$ cat config.mk
export PLATFORM = sky130hd
export DESIGN_NAME = array_port_scheduler_flat
export DESIGN_NICKNAME = d
export VERILOG_FILES = /design/src/rtl/array_pkg.sv /design/src/rtl/array_port_scheduler_if.sv /design/src/rtl/rr_pick.sv /design/src/rtl/array_port_scheduler.sv /design/src/flat_wrapper.sv
export SDC_FILE = /design/constraint.sdc
export NUM_CORES = 1
export LEC_CHECK = 0
export CAP_MARGIN = 0
export CORE_MARGIN = 2
export CORE_UTILIZATION = 44
export CTS_BUF_LIST = sky130_fd_sc_hd__clkbuf_16
export DETAILED_ROUTE_END_ITERATION = 7
export PLACE_DENSITY = 0.7
export SLEW_MARGIN = 20
export SYNTH_ARGS = -nofsm -noshare
export SYNTH_HDL_FRONTEND = slang
export SYNTH_HIERARCHICAL = 1
export SYNTH_SLANG_ARGS = --single-unit
export TNS_END_PERCENT = 20
$ cat constraint.sdc
create_clock -name clk -period 9.7 [get_ports clk]
set_input_delay 1.94 -clock clk [delete_from_list [all_inputs] [get_ports clk]]
set_output_delay 1.94 -clock clk [all_outputs]
set_load 0.1 [all_outputs]
$ cat src/rtl/array_pkg.sv
// Shared constants for the 2r1w 64-word array port scheduler.
package array_pkg;
  localparam int ADR_W   = 6;
  localparam int WORDS   = 64;
  localparam int IDW_DEF = 3;

  localparam int RD0 = 0;
  localparam int RD1 = 1;
  localparam int WR0 = 2;

  function automatic int wrap_inc(input int idx, input int n);
    return (idx + 1 >= n) ? 0 : idx + 1;
  endfunction
endpackage

$ cat src/rtl/array_port_scheduler_if.sv
// Requester-side bus and predecoder-side port outputs of the array scheduler.
interface array_port_scheduler_if
  import array_pkg::*;
#(
  parameter int NREQ = 4,
  parameter int IDW  = IDW_DEF
);
  logic                   stall;
  logic [NREQ-1:0]        req_valid;
  logic [NREQ-1:0]        req_write;
  logic [NREQ*ADR_W-1:0]  req_adr;
  logic [NREQ-1:0]        req_ready;
  logic                   rd_enb_0;
  logic [ADR_W-1:0]       rd_adr_0;
  logic                   rd_enb_1;
  logic [ADR_W-1:0]       rd_adr_1;
  logic                   wr_enb_0;
  logic [ADR_W-1:0]       wr_adr_0;
  logic [IDW-1:0]         wr_id;
  logic                   rsp_valid_0;
  logic [IDW-1:0]         rsp_id_0;
  logic                   rsp_valid_1;
  logic [IDW-1:0]         rsp_id_1;

  modport master (
    output stall, req_valid, req_write, req_adr,
    input  req_ready, rd_enb_0, rd_adr_0, rd_enb_1, rd_adr_1,
           wr_enb_0, wr_adr_0, wr_id, rsp_valid_0, rsp_id_0, rsp_valid_1, rsp_id_1
  );

  modport slave (
    input  stall, req_valid, req_write, req_adr,
    output req_ready, rd_enb_0, rd_adr_0, rd_enb_1, rd_adr_1,
           wr_enb_0, wr_adr_0, wr_id, rsp_valid_0, rsp_id_0, rsp_valid_1, rsp_id_1
  );
endinterface

$ cat src/rtl/rr_pick.sv
// Combinational round-robin picker: first set request at or after i_start, wrapping.
module rr_pick #(
  parameter int NREQ = 4,
  parameter int IW   = 3
) (
  input  logic [NREQ-1:0] i_req,
  input  logic [IW-1:0]   i_start,
  output logic            o_found,
  output logic [IW-1:0]   o_idx,
  output logic [NREQ-1:0] o_onehot
);
  logic [NREQ-1:0] w_ge;
  logic [NREQ-1:0] w_hi;
  logic [NREQ-1:0] w_sel;

  // Prefer requests at/after the pointer; otherwise wrap to the lowest index.
  always_comb begin
    w_ge = '0;
    for (int i = 0; i < NREQ; i++) begin
      w_ge[i] = (IW'(i) >= i_start);
    end
    w_hi     = i_req & w_ge;
    w_sel    = (|w_hi) ? w_hi : i_req;
    o_onehot = w_sel & (~w_sel + NREQ'(1));
    o_found  = |i_req;
    o_idx    = '0;
    for (int i = 0; i < NREQ; i++) begin
      o_idx = o_idx | (o_onehot[i] ? IW'(i) : IW'(0));
    end
  end
endmodule

$ cat src/rtl/array_port_scheduler.sv
// Round-robin scheduler mapping NREQ requesters onto two read ports and one write port.
module array_port_scheduler
  import array_pkg::*;
#(
  parameter int NREQ   = 4,
  parameter int RD_LAT = 2,
  parameter int IDW    = IDW_DEF
) (
  input logic                   clk,
  input logic                   reset,
  array_port_scheduler_if.slave bus
);
  logic [ADR_W-1:0] w_adr [NREQ];
  logic [NREQ-1:0]  w_wr_req, w_rd_elig, w_wr_oh, w_p0_oh, w_p1_oh;
  logic             w_wr_found, w_p0_found, w_p1_found;
  logic [IDW-1:0]   w_wr_idx, w_p0_idx, w_p1_idx, w_p1_start, w_rd_ptr_nxt;
  logic [ADR_W-1:0] w_wr_adr, w_p0_adr, w_p1_adr;

  logic [IDW-1:0]    r_wr_ptr, r_rd_ptr, r_wr_id;
  logic [2:0]        r_enb;
  logic [ADR_W-1:0]  r_adr [3];
  logic [IDW-1:0]    r_rd_id [2];
  logic [RD_LAT-1:0] r_pv0, r_pv1;
  logic [IDW-1:0]    r_pid0 [RD_LAT];
  logic [IDW-1:0]    r_pid1 [RD_LAT];

  for (genvar g = 0; g < NREQ; g++) begin : g_adr
    assign w_adr[g] = bus.req_adr[g*ADR_W +: ADR_W];
  end

  assign w_wr_req   = bus.req_valid & bus.req_write;
  assign w_p1_start = IDW'(wrap_inc(int'(w_p0_idx), NREQ));

  rr_pick #(.NREQ(NREQ), .IW(IDW)) u_pick_wr (
    .i_req(w_wr_req), .i_start(r_wr_ptr),
    .o_found(w_wr_found), .o_idx(w_wr_idx), .o_onehot(w_wr_oh)
  );
  rr_pick #(.NREQ(NREQ), .IW(IDW)) u_pick_rd0 (
    .i_req(w_rd_elig), .i_start(r_rd_ptr),
    .o_found(w_p0_found), .o_idx(w_p0_idx), .o_onehot(w_p0_oh)
  );
  rr_pick #(.NREQ(NREQ), .IW(IDW)) u_pick_rd1 (
    .i_req(w_rd_elig & ~w_p0_oh), .i_start(w_p1_start),
    .o_found(w_p1_found), .o_idx(w_p1_idx), .o_onehot(w_p1_oh)
  );

  // Winner addresses; reads hitting the winning write word wait a cycle (no bypass).
  always_comb begin
    w_wr_adr = '0;
    w_p0_adr = '0;
    w_p1_adr = '0;
    for (int i = 0; i < NREQ; i++) begin
      w_wr_adr = w_wr_adr | ({ADR_W{w_wr_oh[i]}} & w_adr[i]);
      w_p0_adr = w_p0_adr | ({ADR_W{w_p0_oh[i]}} & w_adr[i]);
      w_p1_adr = w_p1_adr | ({ADR_W{w_p1_oh[i]}} & w_adr[i]);
    end
    w_rd_elig = '0;
    for (int i = 0; i < NREQ; i++) begin
      w_rd_elig[i] = bus.req_valid[i] & ~bus.req_write[i] &
                     ~(w_wr_found & (w_adr[i] == w_wr_adr));
    end
  end

  // Read pointer follows the last read granted this cycle.
  always_comb begin
    if (w_p1_found) begin
      w_rd_ptr_nxt = IDW'(wrap_inc(int'(w_p1_idx), NREQ));
    end else if (w_p0_found) begin
      w_rd_ptr_nxt = IDW'(wrap_inc(int'(w_p0_idx), NREQ));
    end else begin
      w_rd_ptr_nxt = r_rd_ptr;
    end
  end

  assign bus.req_ready = {NREQ{~bus.stall}} & (w_wr_oh | w_p0_oh | w_p1_oh);

  // Port enables, held addresses/IDs and arbitration pointers.
  always_ff @(posedge clk or posedge reset) begin
    if (reset) begin
      r_enb      <= 3'b000;
      r_adr[RD0] <= '0;
      r_adr[RD1] <= '0;
      r_adr[WR0] <= '0;
      r_rd_id[0] <= '0;
      r_rd_id[1] <= '0;
      r_wr_id    <= '0;
      r_wr_ptr   <= '0;
      r_rd_ptr   <= '0;
    end else begin
      r_enb[RD0] <= ~bus.stall & w_p0_found;
      r_enb[RD1] <= ~bus.stall & w_p1_found;
      r_enb[WR0] <= ~bus.stall & w_wr_found;
      if (!bus.stall && w_p0_found) begin
        r_adr[RD0] <= w_p0_adr;
        r_rd_id[0] <= w_p0_idx;
      end
      if (!bus.stall && w_p1_found) begin
        r_adr[RD1] <= w_p1_adr;
        r_rd_id[1] <= w_p1_idx;
      end
      if (!bus.stall && w_wr_found) begin
        r_adr[WR0] <= w_wr_adr;
        r_wr_id    <= w_wr_idx;
        r_wr_ptr   <= IDW'(wrap_inc(int'(w_wr_idx), NREQ));
      end
      if (!bus.stall) begin
        r_rd_ptr <= w_rd_ptr_nxt;
      end
    end
  end

  // Read-response shift registers, one {valid,id} stage per cycle of array latency.
  always_ff @(posedge clk or posedge reset) begin
    if (reset) begin
      r_pv0 <= '0;
      r_pv1 <= '0;
      for (int k = 0; k < RD_LAT; k++) begin
        r_pid0[k] <= '0;
        r_pid1[k] <= '0;
      end
    end else begin
      r_pv0[0]  <= r_enb[RD0];
      r_pv1[0]  <= r_enb[RD1];
      r_pid0[0] <= r_rd_id[0];
      r_pid1[0] <= r_rd_id[1];
      for (int k = 1; k < RD_LAT; k++) begin
        r_pv0[k]  <= r_pv0[k-1];
        r_pv1[k]  <= r_pv1[k-1];
        r_pid0[k] <= r_pid0[k-1];
        r_pid1[k] <= r_pid1[k-1];
      end
    end
  end

  assign bus.rd_enb_0    = r_enb[RD0];
  assign bus.rd_adr_0    = r_adr[RD0];
  assign bus.rd_enb_1    = r_enb[RD1];
  assign bus.rd_adr_1    = r_adr[RD1];
  assign bus.wr_enb_0    = r_enb[WR0];
  assign bus.wr_adr_0    = r_adr[WR0];
  assign bus.wr_id       = r_wr_id;
  assign bus.rsp_valid_0 = r_pv0[RD_LAT-1];
  assign bus.rsp_id_0    = r_pid0[RD_LAT-1];
  assign bus.rsp_valid_1 = r_pv1[RD_LAT-1];
  assign bus.rsp_id_1    = r_pid1[RD_LAT-1];
endmodule

$ cat src/flat_wrapper.sv
// flat-port wrapper written by rule: the top's interface ports become plain ports
module array_port_scheduler_flat import array_pkg::*;
#(
  parameter int NREQ   = 4,
  parameter int RD_LAT = 2,
  parameter int IDW    = IDW_DEF
)
  (clk, reset, bus_stall, bus_req_valid, bus_req_write, bus_req_adr, bus_req_ready, bus_rd_enb_0, bus_rd_adr_0, bus_rd_enb_1, bus_rd_adr_1, bus_wr_enb_0, bus_wr_adr_0, bus_wr_id, bus_rsp_valid_0, bus_rsp_id_0, bus_rsp_valid_1, bus_rsp_id_1);
  array_port_scheduler_if #(.NREQ(NREQ), .IDW(IDW)) bus_i ();
  input logic clk;
  input logic reset;
  input wire logic [$bits(bus_i.stall)-1:0] bus_stall;
  input wire logic [$bits(bus_i.req_valid)-1:0] bus_req_valid;
  input wire logic [$bits(bus_i.req_write)-1:0] bus_req_write;
  input wire logic [$bits(bus_i.req_adr)-1:0] bus_req_adr;
  output wire logic [$bits(bus_i.req_ready)-1:0] bus_req_ready;
  output wire logic [$bits(bus_i.rd_enb_0)-1:0] bus_rd_enb_0;
  output wire logic [$bits(bus_i.rd_adr_0)-1:0] bus_rd_adr_0;
  output wire logic [$bits(bus_i.rd_enb_1)-1:0] bus_rd_enb_1;
  output wire logic [$bits(bus_i.rd_adr_1)-1:0] bus_rd_adr_1;
  output wire logic [$bits(bus_i.wr_enb_0)-1:0] bus_wr_enb_0;
  output wire logic [$bits(bus_i.wr_adr_0)-1:0] bus_wr_adr_0;
  output wire logic [$bits(bus_i.wr_id)-1:0] bus_wr_id;
  output wire logic [$bits(bus_i.rsp_valid_0)-1:0] bus_rsp_valid_0;
  output wire logic [$bits(bus_i.rsp_id_0)-1:0] bus_rsp_id_0;
  output wire logic [$bits(bus_i.rsp_valid_1)-1:0] bus_rsp_valid_1;
  output wire logic [$bits(bus_i.rsp_id_1)-1:0] bus_rsp_id_1;
  assign bus_i.stall = bus_stall;
  assign bus_i.req_valid = bus_req_valid;
  assign bus_i.req_write = bus_req_write;
  assign bus_i.req_adr = bus_req_adr;
  assign bus_req_ready = bus_i.req_ready;
  assign bus_rd_enb_0 = bus_i.rd_enb_0;
  assign bus_rd_adr_0 = bus_i.rd_adr_0;
  assign bus_rd_enb_1 = bus_i.rd_enb_1;
  assign bus_rd_adr_1 = bus_i.rd_adr_1;
  assign bus_wr_enb_0 = bus_i.wr_enb_0;
  assign bus_wr_adr_0 = bus_i.wr_adr_0;
  assign bus_wr_id = bus_i.wr_id;
  assign bus_rsp_valid_0 = bus_i.rsp_valid_0;
  assign bus_rsp_id_0 = bus_i.rsp_id_0;
  assign bus_rsp_valid_1 = bus_i.rsp_valid_1;
  assign bus_rsp_id_1 = bus_i.rsp_id_1;
  array_port_scheduler #(.NREQ(NREQ), .RD_LAT(RD_LAT), .IDW(IDW)) u_core (.clk(clk), .reset(reset), .bus(bus_i));
endmodule
==> results.py, run 1 <==
metrics = {
    "floorplanning": {
        "fp-row-count": 31,
        "core-area_sq_um": 7330,
        "die_x_microns": 91.6,
        "io_pins": 71,
        "dieArea_sq_um": 8390,
        "die_y_microns": 91.6,
        "start_util_pct": 46.1,
    },
    "synth": {
        "ys_types": 56,
        "ys.flop_type": "dfrtp_1",
        "synth_edf_count": 0,
        "synthCells": 342,
        "ys_ff_latch": 52,
        "async_flop_share_pct": 100,
        "syn-cell-area_sq_um": 3380,
        "ys_warn_count": 6,
        "ys_seq_area_share_pct": 38.5,
        "synth_area_per_cell_sq_um": 9.87,
    },
    "drt": {
        "drtIter0Drc": 273,
        "wl_mm": 9.00,
        "firstDrtPassIters": 6,
        "via_count": 3059,
        "postRouteAntennaNets": 0,
        "drcViolationCount": 0,
        "vias_per_cell": 5.83,
        "drt-wirelength-per-cell_microns": 17.1,
    },
    "status": {
        "status": "finished clean",
    },
    "finish": {
        "area_growth_pct": 33.5,
        "final_common_cell": "clkdlybuf4s50_1",
        "nNetsFinal": 463,
        "layout_common_cells": "clkdlybuf4s50_1 (66), dfrtp_1 (52), nand2_1 (25), o21ai_0 (25), buf_4 (25)",
        "antenna_cells": 0,
        "drive_gt1_share_pct": 21.4,
        "final_cells": 525,
        "final_area_sq_um": 4510,
    },
    "clock_network": {
        "cts_root_buffer": "clkbuf_16",
        "clkSinkCount": 52,
        "cts_max_path_buffers": 2,
        "ctsHoldBuffers": 0,
        "clk_latency_ns": 0.29,
        "cts_tree": "yes",
        "numCtsBuffers": 5,
        "ctsHtreeMaxLevel": 2,
        "clk_pin_slew_worst_paths_ns": 0.07,
    },
    "global_route": {
        "first_global_vias": 2915,
        "grt.total_usage_pct": 21.6,
        "gr-total-overflow": 0,
        "grt_pass1_wl_mm": 14.5,
        "grt_max_degree": 35,
        "antenna_found_initial": 0,
    },
    "worst_setup_path": {
        "arrival_ns": 7.31,
        "worstSetupPathType": "in -> out",
        "critical-path-slowest-cell": "clkdlybuf4s50_1",
        "crit_path_start_kind": "input port",
        "critPathMaxFanout": 9,
        "endpoint_kind": "output pin",
        "required_ns": 7.76,
        "max_stage_delay_ns": 0.48,
        "cp_cell_sequence": "clkdlybuf4s50_1, and2_1, o21a_1, o221ai_2, a221oi_1, buf_4, a22oi_2, nand2_2, xor2_1, nor4_2, a41oi_2, o21a_1, o221ai_2, a221oi_1, ha_1, or2_2, a21boi_2, buf_4, a2bb2oi_2, o221ai_2, and2_2, nor3_1, nor2_1, buf_12",
        "cpMostUsedCell": "o221ai_2",
    },
    "place": {
        "portBuffers": 70,
        "placed_cells": 516,
        "place_ws_ns": 0.0992,
        "gp_congestion": 0.973,
        "postPlaceCellArea_sq_um": 4300,
        "dp_hpwl_mm": 6.92,
    },
    "timing": {
        "setup_violations": 0,
        "rsz0062_at_grt": "false",
        "setup_ws_ns": 0.450,
        "fin_crit_sh_pct": 95.4,
        "finalHoldViolations": 0,
        "final_max_slew_viol_count": 0,
        "slew_headroom_pct": 33.6,
        "finClkSkew_ns": 0.00523,
        "timing.fmax_mhz": 108,
        "worstMarginPinSlew_ns": 0.993,
        "fin_crit_ns": 9.25,
    },
    "power_and_ir_drop": {
        "irDropWorstVdd_mv": 0.108,
        "cellLeakagePower_nw": 1.87,
        "power.density_nw_per_um2": 205,
    },
    "flow_run": {
        "cap_violations": 0,
    },
    "min_path": {
        "min_path_type": "reg -> reg",
    },
}
==> routing by layer <==
layer / vias to the layer above / track usage [%] / wire, microns
li1: 1426 / - / -
met1: 1463 / 29.3 / 3850
met2: 153 / 35.8 / 4220
met3: 17 / 4.23 / 785
met4: 0 / 4.29 / 140
met5: - / 0 / 0
==> final timing paths <==
check | from | endpoint | cells past startpoint | slack (ns)
max | bus_req_valid[3] | bus_req_ready[0] | 24 | 0.45
min | u_core/r_pid1[5] | u_core/bus.rsp_id_1[2] | 0 | 0.35
max reg2reg | u_core/r_wr_ptr[0] | u_core/r_rd_ptr[0] | 23 | 3.86
min reg2reg | u_core/r_pid1[5] | u_core/bus.rsp_id_1[2] | 0 | 0.35
max in group asynchronous | reset | u_core/r_pid0[5] | 3 | 6.98
min in group asynchronous | reset | u_core/bus.rd_adr_1[1] | 2 | 1.95
==> registers in the layout, summed over array words and instances (netlist names) <==
name / count
u_core/bus.wr_id: 3
u_core/r_rd_ptr: 3
u_core/r_pid0: 3
u_core/bus.rd_adr_0: 6
u_core/r_pid1: 3
u_core/bus.wr_adr_0: 6
u_core/r_pv0: 2
u_core/bus.rsp_id_0: 3
u_core/bus.rd_adr_1: 6
u_core/r_rd_id: 6
u_core/r_pv1: 2
u_core/r_enb: 3
u_core/r_wr_ptr: 3
u_core/bus.rsp_id_1: 3
==> synthesized netlist by cell type, types with 4 or more instances <==
library cell	n	share of area [%]
a21oi_1	6	0.89
nand2_2	4	0.74
nand2b_1	7	1.3
o21a_1	6	1.3
clkbuf_1	8	0.89
xor2_1	13	3.4
conb_1	4	0.44
o21ai_0	25	3.7
nor2_1	12	1.3
nor2b_1	4	0.74
and2_1	6	1.1
a22oi_1	7	1.6
xnor2_1	11	2.9
a41oi_1	6	1.6
a22o_1	12	3.1
inv_1	12	1.3
or2_2	4	0.74
buf_4	12	2.7
nor3_1	5	0.74
a221oi_1	21	5.4
dfrtp_1	52	39
a21boi_0	4	0.89
nand2_1	25	2.8
mux2_2	15	5.0
==> cells by family (layout without fill, tap and decap cells) <==
group / Yosys count / in the layout / share of synthesized area, %
AOI/OAI and AO/OA: 117 / 117 / 27.3
xor gates and xnor gates: 24 / 24 / 6.22
adders and majority gates: 3 / 3 / 1.11
buffers and inverters: 36 / 116 / 5.63
DFF: 52 / 52 / 38.5
muxes: 18 / 18 / 5.89
other: 4 / 8 / 0.444
and+or+nand+nor: 88 / 88 / 14.9
==> what timing repair did <==
item                                    in CTS  in global routing
endpoints found under the setup margin       0                  4
gates resized for setup                      0                  6
buffers inserted                             0                  1
==> stage by stage <==
stage / util [%] / hold slack [ns] / setup TNS (ns) / total power, mW
after global placement: 58.7 / 0.333 / 0 / 0.714
after floorplan: - / 0.331 / -0.181 / 0.603
after CTS: 61.0 / 0.351 / 0 / 0.923
after detailed placement: 58.7 / 0.336 / 0 / 0.717
after global routing: 61.5 / 0.362 / 0 / 0.961
final: 61.5 / 0.349 / 0 / 0.923
==> layout make-up <==
| type | instances | area [sq um] |
|---|---|---|
| Clock inverter | 3 | 46.3 |
| Fill cell | 601 | 2820 |
| Tap cell | 99 | 124 |
| Timing Repair Buffer | 95 | 928 |
| Inverter | 13 | 48.8 |
| Multi-Input combinational cell | 258 | 1930 |
| Sequential cell | 52 | 1300 |
| Clock buffer | 5 | 125 |
==> power breakdown <==
part	total [mW]	internal [mW]	switching (mW)	leakage, nW
Sequential	0.278	0.256	0.0223	0.661
Clock	0.205	0.123	0.0819	0.0804
Combinational	0.440	0.131	0.310	1.12
Total	0.923	0.509	0.414	1.87
==> critical path: cells and delay by family <==
family | cells | cell delay [ns]
fa+ha+maj | 1 | 0.23
buf+inv | 4 | 1.09
xor+xnor | 1 | 0.09
simple gates | 7 | 1.64
compound gates | 11 | 2.33
Note: power is estimated with default switching activity, not from simulation.
==> run 2: changes to the inputs <==
--- a/config.mk
+++ b/config.mk
@@ -6,11 +6,13 @@
 export NUM_CORES = 1
 export LEC_CHECK = 0
 export CAP_MARGIN = 0
+export CELL_PAD_IN_SITES_DETAIL_PLACEMENT = 0
+export CELL_PAD_IN_SITES_GLOBAL_PLACEMENT = 1
 export CORE_MARGIN = 2
-export CORE_UTILIZATION = 44
+export CORE_UTILIZATION = 40
 export CTS_BUF_LIST = sky130_fd_sc_hd__clkbuf_16
 export DETAILED_ROUTE_END_ITERATION = 7
-export PLACE_DENSITY = 0.7
+export PLACE_DENSITY_LB_ADDON = 0.1
 export SLEW_MARGIN = 20
 export SYNTH_ARGS = -nofsm -noshare
 export SYNTH_HDL_FRONTEND = slang
==> constraint.sdc (replaced) <==
create_clock -name clk -period 9.7 [get_ports clk]
set_input_delay 2.91 -clock clk [delete_from_list [all_inputs] [get_ports clk]]
set_output_delay 2.91 -clock clk [all_outputs]
set_load 0.1 [all_outputs]
==> run 2 against run 1 <==
  * The flow now finishes with violations (setup timing)
  * Clock-buffer cell count stayed put
  * Wire length is 18% higher
  * Core utilization is 6.7 points higher
  * Die area is 9.6% higher
  * Critical path depth is 3 higher
  * Critical path type unchanged
  * Highest routed layer unchanged
==> results.py, run 2 (synthesis gave the netlist of run 1 again) <==
metrics = {
    "status": {
        "status": "finished, violations left",
        "violations": "setup timing",
    },
    "worst_setup_path": {
        "timing.rr.end": "u_core/r_rd_ptr[0]",
        "reg2reg_depth": 28,
        "required_ns": 6.79,
        "endpoint_kind": "output pin",
        "arrival_ns": 7.51,
        "crit_path_start_kind": "input port",
        "worstSetupPathType": "in -> out",
        "reg2reg_from": "u_core/r_wr_ptr[0]",
        "critPathMaxFanout": 8,
        "crit_path_start": "bus_req_valid[2]",
        "ff2ff_setup_slack_ns": 3.87,
    },
    "drt": {
        "via_count": 3399,
        "drt-wirelength-per-cell_microns": 17.0,
        "firstDrtPassIters": 5,
        "vias_per_cell": 5.46,
        "postRouteAntennaNets": 0,
        "drcViolationCount": 0,
        "wl_mm": 10.6,
        "drtIter0Drc": 173,
    },
    "timing": {
        "fin_crit_ns": 10.42,
        "rsz0062_at_grt": "true",
        "slew_headroom_pct": 34.9,
        "setup_violations": 4,
        "fin_tns_setup_ns": -2.80,
        "final_max_slew_viol_count": 0,
        "setup_ws_ns": -0.717,
        "fin_crit_sh_pct": 107,
        "finClkSkew_ns": 0.00165,
        "finalHoldViolations": 0,
        "timing.fmax_mhz": 96.0,
        "worstMarginPinSlew_ns": 0.974,
    },
    "floorplanning": {
        "fp-row-count": 33,
        "dieArea_sq_um": 9190,
        "io_pins": 71,
        "die_y_microns": 95.9,
        "core-area_sq_um": 8220,
        "start_util_pct": 41.1,
        "die_x_microns": 95.9,
    },
    "clock_network": {
        "clkSinkCount": 52,
        "cts_root_buffer": "clkbuf_16",
        "ctsHoldBuffers": 0,
        "clk_pin_slew_worst_paths_ns": 0.07,
        "clk_latency_ns": 0.29,
        "ctsHtreeMaxLevel": 2,
        "cts_tree": "yes",
        "numCtsBuffers": 5,
        "cts_max_path_buffers": 2,
    },
    "finish": {
        "final_cells": 622,
        "final_area_sq_um": 5600,
        "antenna_cells": 0,
        "area_growth_pct": 65.8,
        "final_common_cell": "buf_4",
        "layout_common_cells": "buf_4 (108), clkdlybuf4s50_1 (60), dfrtp_1 (52), nand2_1 (23), o21ai_0 (22)",
        "nNetsFinal": 554,
        "drive_gt1_share_pct": 43.3,
    },
    "power_and_ir_drop": {
        "irDropWorstVdd_mv": 0.0774,
        "cellLeakagePower_nw": 2.41,
        "power.density_nw_per_um2": 179,
        "report.power.total_mw": 1.00,
    },
    "min_path": {
        "holdPathStages": 0,
        "min_path_type": "reg -> reg",
        "hold-path-endpoint": "u_core/bus.rsp_id_0[2]",
        "holdCritStartpoint": "u_core/r_pid0[5]",
    },
    "global_route": {
        "antenna_found_initial": 0,
        "gr-total-overflow": 0,
        "grt_max_degree": 53,
        "grt_pass1_wl_mm": 16.9,
        "grt.total_usage_pct": 24.0,
        "first_global_vias": 3368,
    },
    "place": {
        "postPlaceCellArea_sq_um": 5090,
        "gp_congestion": 0.934,
        "portBuffers": 70,
        "dp_hpwl_mm": 7.97,
        "placed_cells": 587,
    },
    "flow_run": {
        "cap_violations": 0,
    },
}
==> run 2: changes by cell type in the layout (fill, tap and decap cells not counted), sizes merged <==
cell           delta
buf              +96
clkbuf            +1
clkdlybuf4s50     -6
clkinv            +3
clkinvlp          -1
inv               -2
==> run 2: layout make-up <==
class | instances | area [sq um]
flip-flops and latches | 52 | 1300
clock buffers | 5 | 125
well taps | 105 | 131
multi-input cells | 258 | 2310
clock inverters | 3 | 42.5
fillers | 653 | 2620
inverters | 13 | 50.0
repair buffers | 186 | 1640
==> run 2: how the worst max path moves through the flow <==
stage | endpoint
after floorplan | bus_req_ready[2]
after global placement | bus_req_ready[3]
after detailed placement | bus_req_ready[3]
after CTS | bus_req_ready[2]
after global routing | bus_req_ready[3]
final | bus_req_ready[3]
==> run 2: through the flow <==
stage	utilization (%)	worst slack, ns	hold slack (ns)
3_5_place_dp	61.9	-1.30	0.335
6_report	68.2	-0.717	0.348
3_3_place_gp	61.9	-1.20	0.333
5_1_grt	68.2	-0.961	0.356
4_1_cts	66.9	-0.791	0.352
2_1_floorplan	-	-0.826	0.331
==> run 2: power by group <==
group | switching, mW | internal [mW]
Sequential | 0.0242 | 0.256
Clock | 0.0766 | 0.121
Combinational | 0.341 | 0.185
==> run 2: worst max-delay path: stages <==
cell	delay [ns]
buf_6	0.09
and2_4	0.17
a2bb2oi_4	0.17
o221ai_4	0.24
a221oi_4	0.12
buf_6	0.14
buf_12	0.11
buf_6	0.10
a22oi_2	0.17
nand2_2	0.12
buf_4	0.16
buf_4	0.13
xnor2_1	0.27
a41oi_1	0.21
buf_4	0.21
o221ai_4	0.26
a221oi_2	0.12
ha_2	0.21
or2_4	0.25
a21oi_4	0.23
a2bb2oi_4	0.09
o221ai_4	0.30
a21oi_2	0.12
nor3_2	0.20
buf_4	0.15
nor2_4	0.03
buf_12	0.19
==> run 2: timing repair <==
item	CTS	global route
setup buffers	19	8
pin swaps	31	24
setup endpoints to repair	4	4
resized for setup	44	9
==> run 2: layer usage <==
layer | track usage [%] | wire length (microns) | up-vias
met5 | 0 | 0 | -
met4 | 7.02 | 248 | 0
met3 | 2.98 | 667 | 26
met2 | 39.4 | 4970 | 145
met1 | 33.3 | 4690 | 1619
li1 | - | - | 1609
==> run 3: changes to the inputs <==
--- a/config.mk
+++ b/config.mk
@@ -5,14 +5,15 @@
 export SDC_FILE = /design/constraint.sdc
 export NUM_CORES = 1
 export LEC_CHECK = 0
-export CAP_MARGIN = 0
+export CAP_MARGIN = 20
 export CELL_PAD_IN_SITES_DETAIL_PLACEMENT = 0
 export CELL_PAD_IN_SITES_GLOBAL_PLACEMENT = 1
 export CORE_MARGIN = 2
 export CORE_UTILIZATION = 40
 export CTS_BUF_LIST = sky130_fd_sc_hd__clkbuf_16
 export DETAILED_ROUTE_END_ITERATION = 7
-export PLACE_DENSITY_LB_ADDON = 0.1
+export MAX_ROUTING_LAYER = met4
+export PLACE_DENSITY = 0.77
 export SLEW_MARGIN = 20
 export SYNTH_ARGS = -nofsm -noshare
 export SYNTH_HDL_FRONTEND = slang
==> run 3 against run 2 <==
  * The flow still finishes with violations (setup timing)
  * Cell count rose by 0.48%
  * Core utilization is 1.4 points higher
  * Die area is the same
  * Sequential cell count did not move
==> results.py, run 3 (synthesis gave the netlist of run 1 again) <==
metrics = {
    "status": {
        "status": "finished, violations left",
        "violations": "setup timing",
    },
    "place": {
        "placed_cells": 586,
        "portBuffers": 70,
        "place_ws_ns": -1.36,
        "dp_hpwl_mm": 8.13,
        "gp_congestion": 0.994,
    },
    "min_path": {
        "min_path_type": "reg -> reg",
    },
    "finish": {
        "area_growth_pct": 69.4,
        "n_fill_cell": 613,
        "post-route-util_pct": 69.6,
        "nNetsFinal": 557,
        "layout_common_cells": "buf_4 (110), clkdlybuf4s50_1 (60), dfrtp_1 (52), nand2_1 (23), o21ai_0 (20)",
        "multiInputGateArea_sq_um": 2430,
        "final_cells": 625,
        "final_common_cell": "buf_4",
        "seqCellArea_sq_um": 1300,
        "drive_gt1_share_pct": 45.8,
        "antenna_cells": 0,
    },
    "drt": {
        "drtIter0Drc": 122,
        "wl_mm": 11.1,
        "postRouteAntennaNets": 0,
        "drt-wirelength-per-cell_microns": 17.8,
        "via_count": 3354,
        "drcViolationCount": 0,
        "firstDrtPassIters": 4,
        "vias_per_cell": 5.37,
    },
    "global_route": {
        "grt_pass1_wl_mm": 17.0,
        "first_global_vias": 3380,
        "antenna_found_initial": 0,
        "grt.total_usage_pct": 25.0,
        "grt_max_degree": 35,
        "gr-total-overflow": 0,
    },
    "timing": {
        "fin_crit_sh_pct": 108,
        "finalHoldViolations": 0,
        "final_max_slew_viol_count": 0,
        "setup_ws_ns": -0.800,
        "rsz0062_at_grt": "true",
        "timing.fmax_mhz": 95.2,
        "worstMarginPinSlew_ns": 0.984,
        "finClkSkew_ns": 0.00855,
        "fin_crit_ns": 10.50,
        "setup_violations": 4,
        "whs_ns": 0.348,
        "slew_headroom_pct": 34.2,
    },
    "worst_setup_path": {
        "endpoint_kind": "output pin",
        "required_ns": 6.79,
        "critPathMaxFanout": 5,
        "worstSetupPathType": "in -> out",
        "crit_path_start_kind": "input port",
        "arrival_ns": 7.59,
    },
    "floorplanning": {
        "die_y_microns": 95.9,
        "die_x_microns": 95.9,
        "io_pins": 71,
        "core-area_sq_um": 8220,
        "start_util_pct": 41.1,
        "dieArea_sq_um": 9190,
        "fp-row-count": 33,
    },
    "clock_network": {
        "clk_latency_ns": 0.30,
        "ctsHtreeMaxLevel": 2,
        "cts_root_buffer": "clkbuf_16",
        "clkSinkCount": 52,
        "cts_tree": "yes",
        "clk_pin_slew_worst_paths_ns": 0.07,
        "numCtsBuffers": 5,
        "cts_max_path_buffers": 2,
    },
    "power_and_ir_drop": {
        "report.power.total_uw": 999,
        "cellLeakagePower_nw": 2.43,
        "irDropWorstVdd_mv": 0.0779,
        "power.density_nw_per_um2": 175,
    },
    "flow_run": {
        "cap_violations": 0,
    },
}
==> run 3: path summary, 6_finish.rpt <==
check / endpoint / cells past startpoint / slack, ns / start
max in group asynchronous: u_core/bus.rsp_id_1[0] / 3 / 5.95 / reset
min in group asynchronous: u_core/r_rd_id[5] / 2 / 2.94 / reset
worst max register to register: u_core/r_rd_ptr[0] / 27 / 3.82 / u_core/r_wr_ptr[0]
worst min register to register: u_core/bus.rsp_id_0[1] / 0 / 0.35 / u_core/r_pid0[4]
worst max-delay path: bus_req_ready[2] / 24 / -0.80 / bus_req_valid[2]
worst min-delay path: u_core/bus.rsp_id_0[1] / 0 / 0.35 / u_core/r_pid0[4]
==> run 3: final cells by class <==
cell class	instances	area share [%]
Inverter	13	0.853
Multi-Input combinational cell	258	42.5
Sequential cell	52	22.8
Tap cell	105	2.30
Clock buffer	5	2.19
Timing Repair Buffer	189	29.0
Clock inverter	3	0.416
==> run 3: stage by stage <==
step,instance area [sq um],TNS (ns)
finish,5720,-2.85
floorplan,3690,-3.03
global route,5720,-3.48
global placement,5070,-4.75
detailed placement,5070,-5.13
CTS,5550,-2.74
==> run 3: critical path, stage by stage <==
cell and delay [ns]:
buf_6 0.09, and2_4 0.17, o21a_1 0.20, o221ai_4 0.29
a211oi_4 0.14, buf_6 0.15, buf_6 0.12, a22oi_2 0.17
nand2_2 0.14, xor2_2 0.21, nor4_4 0.40, a41oi_2 0.20
a2bb2oi_2 0.18, o221ai_4 0.28, a221oi_4 0.13, ha_4 0.18
or2_4 0.25, a21boi_4 0.19, o21a_1 0.19, o221ai_4 0.18
a221oi_4 0.40, nor3_4 0.09, nor2_4 0.13, buf_12 0.19
==> run 3: power by group <==
part	leakage (nW)	switching, mW	total (mW)	internal, mW
sequential	0.661	0.0235	0.279	0.256
clock	0.0660	0.0852	0.181	0.0962
combinational	1.71	0.349	0.539	0.190
total	2.43	0.458	0.999	0.542
==> run 3: per-layer routing <==
metal	up-vias	wire [microns]	GRT usage, %
met5	-	0	-
met4	0	237	7.74
met3	19	544	3.45
met2	107	5460	40.7
met1	1618	4850	32.5
li1	1610	-	-
==> run 3: what timing repair did <==
action | CTS | global route
pin swaps | 37 | 39
setup endpoints to repair | 4 | 4
resized for setup | 61 | 17
buffers inserted | 20 | 18
hold buffers | 0 | 0
